$ cat config.mk
export PLATFORM = sky130hd
export DESIGN_NAME = serial_addsub
export DESIGN_NICKNAME = d
export VERILOG_FILES = /design/src/rtl/serial_addsub.sv
export SDC_FILE = /design/constraint.sdc
export NUM_CORES = 1
export LEC_CHECK = 0
export CAP_MARGIN = 0
export CORE_MARGIN = 8
export CORE_UTILIZATION = 45
export CTS_CLUSTER_DIAMETER = 40
export DETAILED_ROUTE_END_ITERATION = 10
export PLACE_DENSITY = 0.7
export SYNTH_ARGS = -nofsm -noshare
export SYNTH_HDL_FRONTEND = slang
export SYNTH_SLANG_ARGS = --single-unit
$ cat constraint.sdc
create_clock -name clk -period 2.55 [get_ports clk]
set_input_delay 0.3825 -clock clk [delete_from_list [all_inputs] [get_ports clk]]
set_output_delay 0.3825 -clock clk [all_outputs]
set_load 0.01 [all_outputs]
$ cat src/rtl/serial_addsub.sv
// -----------------------------------------------------------------------------
// serial_addsub
//
// Bit-serial add/subtract sequencer feeding the accumulator register. The
// adder is a single 1-bit full-adder cell with a registered carry. It
// produces one result bit per clock. A request is sampled in IDLE. The
// WIDTH-bit result and its flags appear WIDTH+1 clocks later with a one-cycle
// done pulse.
//
// Subtraction is a + ~b + 1. The inverted b is loaded into the shift
// register, and the carry is seeded with 1.
//
// Ports
//   clk     in   rising-edge clock
//   reset   in   asynchronous, active-high reset
//   start   in   request, sampled only in IDLE
//   sub     in   0 = a+b, 1 = a-b (sampled with start)
//   a, b    in   WIDTH-bit operands (sampled with start)
//   busy    out  high from the start edge through the done cycle
//   done    out  one-cycle pulse, result/flags valid
//   result  out  registered sum/difference, held until the next completion
//   cout    out  final carry (for sub: 1 = no borrow)
//   ovf     out  two's complement overflow
//   zero    out  result == 0
//
// Build option
//   SERIAL_ADDSUB_OVF_EN  when defined, keeps the carry-into-MSB register and
//                         the ovf flag logic. When undefined, ovf is tied to 0.
// -----------------------------------------------------------------------------
module serial_addsub #(
  parameter int unsigned WIDTH = 16
) (
  input  logic             clk,
  input  logic             reset,
  input  logic             start,
  input  logic             sub,
  input  logic [WIDTH-1:0] a,
  input  logic [WIDTH-1:0] b,
  output logic             busy,
  output logic             done,
  output logic [WIDTH-1:0] result,
  output logic             cout,
  output logic             ovf,
  output logic             zero
);

  localparam int unsigned CW = $clog2(WIDTH);

  typedef enum logic [1:0] {
    IDLE = 2'd0,
    RUN  = 2'd1,
    DONE = 2'd2
  } state_t;

  state_t r_state;
  state_t w_state_nxt;

  // Serial datapath state
  logic [WIDTH-1:0] r_sa;
  logic [WIDTH-1:0] r_sb;
  logic [WIDTH-1:0] r_sum;
  logic             r_carry;
  logic [CW-1:0]    r_cnt;

  // Registered outputs
  logic             r_busy;
  logic             r_done;
  logic [WIDTH-1:0] r_result;
  logic             r_cout;
  logic             r_zero;

  // Full-adder cell and control decodes
  logic             w_s;
  logic             w_c;
  logic             w_last;
  logic             w_load;
  logic             w_step;

  assign w_s    = r_sa[0] ^ r_sb[0] ^ r_carry;
  assign w_c    = (r_sa[0] & r_sb[0]) | (r_sa[0] & r_carry) | (r_sb[0] & r_carry);
  assign w_last = (r_cnt == CW'(WIDTH - 1));

  // ---------------------------------------------------------------------------
  // Next-state / control decode
  // ---------------------------------------------------------------------------
  always_comb begin
    w_state_nxt = r_state;
    w_load      = 1'b0;
    w_step      = 1'b0;
    case (r_state)
      IDLE: begin
        if (start) begin
          w_load      = 1'b1;
          w_state_nxt = RUN;
        end
      end
      RUN: begin
        w_step = 1'b1;
        if (w_last) begin
          w_state_nxt = DONE;
        end
      end
      DONE: begin
        w_state_nxt = IDLE;
      end
      default: begin
        w_state_nxt = IDLE;
      end
    endcase
  end

  always_ff @(posedge clk or posedge reset) begin
    if (reset) begin
      r_state <= IDLE;
    end else begin
      r_state <= w_state_nxt;
    end
  end

  // ---------------------------------------------------------------------------
  // Serial datapath: operands shift out LSB first and sum bits shift in at
  // the MSB. After WIDTH steps, r_sum holds the full result.
  // ---------------------------------------------------------------------------
  always_ff @(posedge clk or posedge reset) begin
    if (reset) begin
      r_sa    <= '0;
      r_sb    <= '0;
      r_sum   <= '0;
      r_carry <= 1'b0;
      r_cnt   <= '0;
    end else if (w_load) begin
      r_sa    <= a;
      r_sb    <= sub ? ~b : b;
      r_sum   <= '0;
      r_carry <= sub;
      r_cnt   <= '0;
    end else if (w_step) begin
      r_sa    <= {1'b0, r_sa[WIDTH-1:1]};
      r_sb    <= {1'b0, r_sb[WIDTH-1:1]};
      r_sum   <= {w_s, r_sum[WIDTH-1:1]};
      r_carry <= w_c;
      r_cnt   <= r_cnt + CW'(1);
    end
  end

  // ---------------------------------------------------------------------------
  // Result/flag registers update only on the DONE -> IDLE edge and hold
  // otherwise. busy covers RUN, DONE and the following done cycle. A start
  // sampled on the edge that ends the done cycle keeps busy high.
  // ---------------------------------------------------------------------------
  always_ff @(posedge clk or posedge reset) begin
    if (reset) begin
      r_busy   <= 1'b0;
      r_done   <= 1'b0;
      r_result <= '0;
      r_cout   <= 1'b0;
      r_zero   <= 1'b0;
    end else begin
      r_busy <= (w_state_nxt != IDLE) || (r_state == DONE);
      r_done <= (r_state == DONE);
      if (r_state == DONE) begin
        r_result <= r_sum;
        r_cout   <= r_carry;
        r_zero   <= (r_sum == '0);
      end
    end
  end

`ifdef SERIAL_ADDSUB_OVF_EN
  // Signed overflow is carry-into-MSB xor carry-out-of-MSB. The incoming
  // carry is captured on the final step, before that step updates r_carry.
  logic r_cmsb;
  logic r_ovf;

  always_ff @(posedge clk or posedge reset) begin
    if (reset) begin
      r_cmsb <= 1'b0;
      r_ovf  <= 1'b0;
    end else begin
      if (w_step && w_last) begin
        r_cmsb <= r_carry;
      end
      if (r_state == DONE) begin
        r_ovf <= r_carry ^ r_cmsb;
      end
    end
  end

  assign ovf = r_ovf;
`else
  assign ovf = 1'b0;
`endif

  assign busy   = r_busy;
  assign done   = r_done;
  assign result = r_result;
  assign cout   = r_cout;
  assign zero   = r_zero;

endmodule

==> out/summary.txt <==
Peak Freq = 593 MHz
Final setup viols = 0
Ant diodes = 0
Slowest-stage cell, CP = dfrtp_1
First-pass GRT wire length = 11900 um
Worst stage delay on the critical path = 0.66 ns
Initial DRC count = 103
Post-CTS Setup Bufs = 0
Vias in the first global route = 2515
Final Max Slew Viols = 0
Cell mode on critical path = nand2_1
CP arrival = 1.92 ns
Leak = 1.84 nW
Worst Path Buf+Inv = 1
Unrepaired setup endpoints after global routing = false
Reg area = 0.00188 sq mm
Final wirelength = 6580 um
Nets = 398
Worst hold slack = 0.445 ns
Final Critical Period = 1.69 ns
Clock latency on the worst-skew pair = 0.34 ns
Post-cts sizing count = 0
DR vias = 2348
Syn-to-layout area delta = 25.0%
Mean Syn Cell Area = 10.5 sq um
Final setup TNS = 0 ns
IR drop worst, VDD = 569 uV
Netlist cell types = 27
CTS tree = done
Wire length per cell = 14.2 um
Largest net degree at the start of global routing = 56
CTS root buf = clkbuf_8
Critical path endpoint category = flip-flop
Synthesized-area fraction occupied by adder cells = 0.00999
WL met3 = 299 um
Post-DRT Antenna Nets = 0
Met1 Wirelength = 2980 um
Fin crit share = 0.661
Mux contribution to synthesized area = 0.00692
Chip height = 101 um
Tightest Pin Transition = 0.536 ns
Total power = 4.14 mW
I/O pins = 57
IO Port Bufs = 55
Top Family by Delay on Critical Path = flip-flops
Worst Path Max Fanout = 18
Hold-fix buffers, CTS = 0
Vias per cell = 5.07
DR DRC count = 0
Max_cap viols = 0
Sequential fraction of the synthesis area = 0.576
HPWL Detailed = 4310 um
Main combinational cell family by area after synthesis = compound AO/OA/AOI/OAI gates
1st-pass router iterations = 4
Highest Signal Layer = met4
Reg clk slew, reported paths = 0.08 ns
Starting density of the core = 0.456
Area taken by multi-input logic gates = 0.00121 sq mm
Core area = 0.00714 sq mm
H-tree depth = 3
Crit path required time = 2.78 ns
Startpoint type of the worst setup path = flip-flop
XOR/XNOR Fraction of Synth Area = 0.0430
Complex-gate fraction of the synthesized area = 0.183
GR Util All Layers = 0.145
Post-Syn Nets = 347
Warnings from Yosys = 0
Pwr Density = 1020 mW/mm^2
Fin Clk Skew = 0.00636 ns
Synthesized area = 0.00326 sq mm
Initial antenna violation count = 0
Simple-gate area share of the yosys netlist = 0.125
CTS Buf Count = 9
Final core occ = 0.570
Clock buffer depth = 2
Total grt overflow = 0
Hold Vio Cnt, Final = 0
Post-synthesis cell count = 309
Die W = 101 um
Share of layout cells above drive strength 1 = 0.0797
Worst slew margin = 0.643
#FFs+latches synth = 75
Outcome = complete, no violations
Routed wl met2 = 3180 um
Min-delay worst type = in -> async
CP cell instances = nand2b_1 > clkinv_1 > nand2_1 > nand2_1
Fin cells = 463
Die area = 0.0102 sq mm
Placed cell count = 448
Crit path kind = reg -> reg
Routability cong. = 0.742
Rows = 31
CTS Sinks = 75
FILL cells = 657
==> area by class of cell <==
class,count,area share
inverters,2,0.00184
well taps,99,0.0304
flip-flops and latches,75,0.461
multi-input cells,207,0.298
repair buffers,65,0.157
clock buffers,14,0.0449
clock inverters,1,0.00738
==> cell usage in the layout (no fill, tap or decap), types with 2 or more instances in the layout <==
cell              n
a22o_1           20
a22oi_1          31
buf_4             9
clkbuf_8         13
clkdlybuf4s50_1  55
dfrtp_1          75
mux2_2            2
nand2_1          86
nor2_1            2
nor2b_1           2
nor4_1            4
o21ai_0          28
o21ai_1           6
xor2_1           16
==> flip-flops by register name (all words and copies together), names as in the netlist <==
signal and count:
r_sa 16, r_sb 16, r_sum 16, result 16
r_cnt 4, r_state 2, busy 1, cout 1
done 1, r_carry 1, zero 1
==> where the power goes <==
part / switching, mW / leakage, nW / total, mW / internal, mW
Clock: 0.410 / 0.109 / 0.964 / 0.555
Sequential: 0.316 / 0.996 / 1.90 / 1.59
Combinational: 0.617 / 0.731 / 1.28 / 0.660
==> cell families after synthesis <==
logic type	count (synthesis)
other	1
buffers and inverters	27
AOI/OAI and AO/OA	87
DFF	75
muxes	2
adders and majority gates	2
and+or+nand+nor	99
xor gates and xnor gates	16
==> layer usage <==
layer | track usage | vias up
met5 | 0 | -
met4 | 0.0767 | 0
met3 | 0.0338 | 12
met2 | 0.228 | 52
met1 | 0.181 | 1121
li1 | - | 1163
==> worst min-delay path: stages <==
cell	delay (ns)
clkdlybuf4s50_1	0.42
inv_2	0.06
buf_4	0.35
==> final timing paths <==
path                                        from                     to  slack (ns)  depth (start not counted)
min reg2reg                result[1]$_DFFE_PP0P_  result[1]$_DFFE_PP0P_        0.47                          2
max reg2reg                 r_state[0]$_DFF_PP0_       cout$_DFFE_PP0P_        0.86                          4
min                                        reset    r_sa[4]$_DFFE_PP0P_        0.45                          3
max in group asynchronous                  reset         done$_DFF_PP0_        1.67                          3
min in group clk           result[1]$_DFFE_PP0P_  result[1]$_DFFE_PP0P_        0.47                          2
max                         r_state[0]$_DFF_PP0_       cout$_DFFE_PP0P_        0.86                          4
==> synth_stat cells, drive strengths merged <==
cell type	count	area [sq um]
nor2	2	7.51
a41oi	1	8.76
inv	1	3.75
nand3	1	5.00
nor4	4	25.0
nand2b	1	6.26
clkinv	1	3.75
xor2	16	140
nand4	1	6.26
mux2	2	22.5
nand2	86	323
ha	1	12.5
dfrtp	75	1880
nor2b	3	26.3
a22o	20	175
nor3b	1	7.51
clkbuf	5	18.8
conb	1	3.75
fa	1	20.0
o21ai	34	170
buf	20	153
o21bai	1	7.51
a22oi	31	233
==> per-stage QoR <==
| step | setup WS [ns] | area, sq um |
|---|---|---|
| finish | 0.865 | 4070 |
| global route | 0.666 | 4070 |
| CTS | 0.815 | 4070 |
| detailed placement | 0.729 | 3860 |
| global placement | 0.769 | 3860 |
| floorplan | 0.258 | 3260 |
No activity file was read; power rests on OpenSTA's default activity.
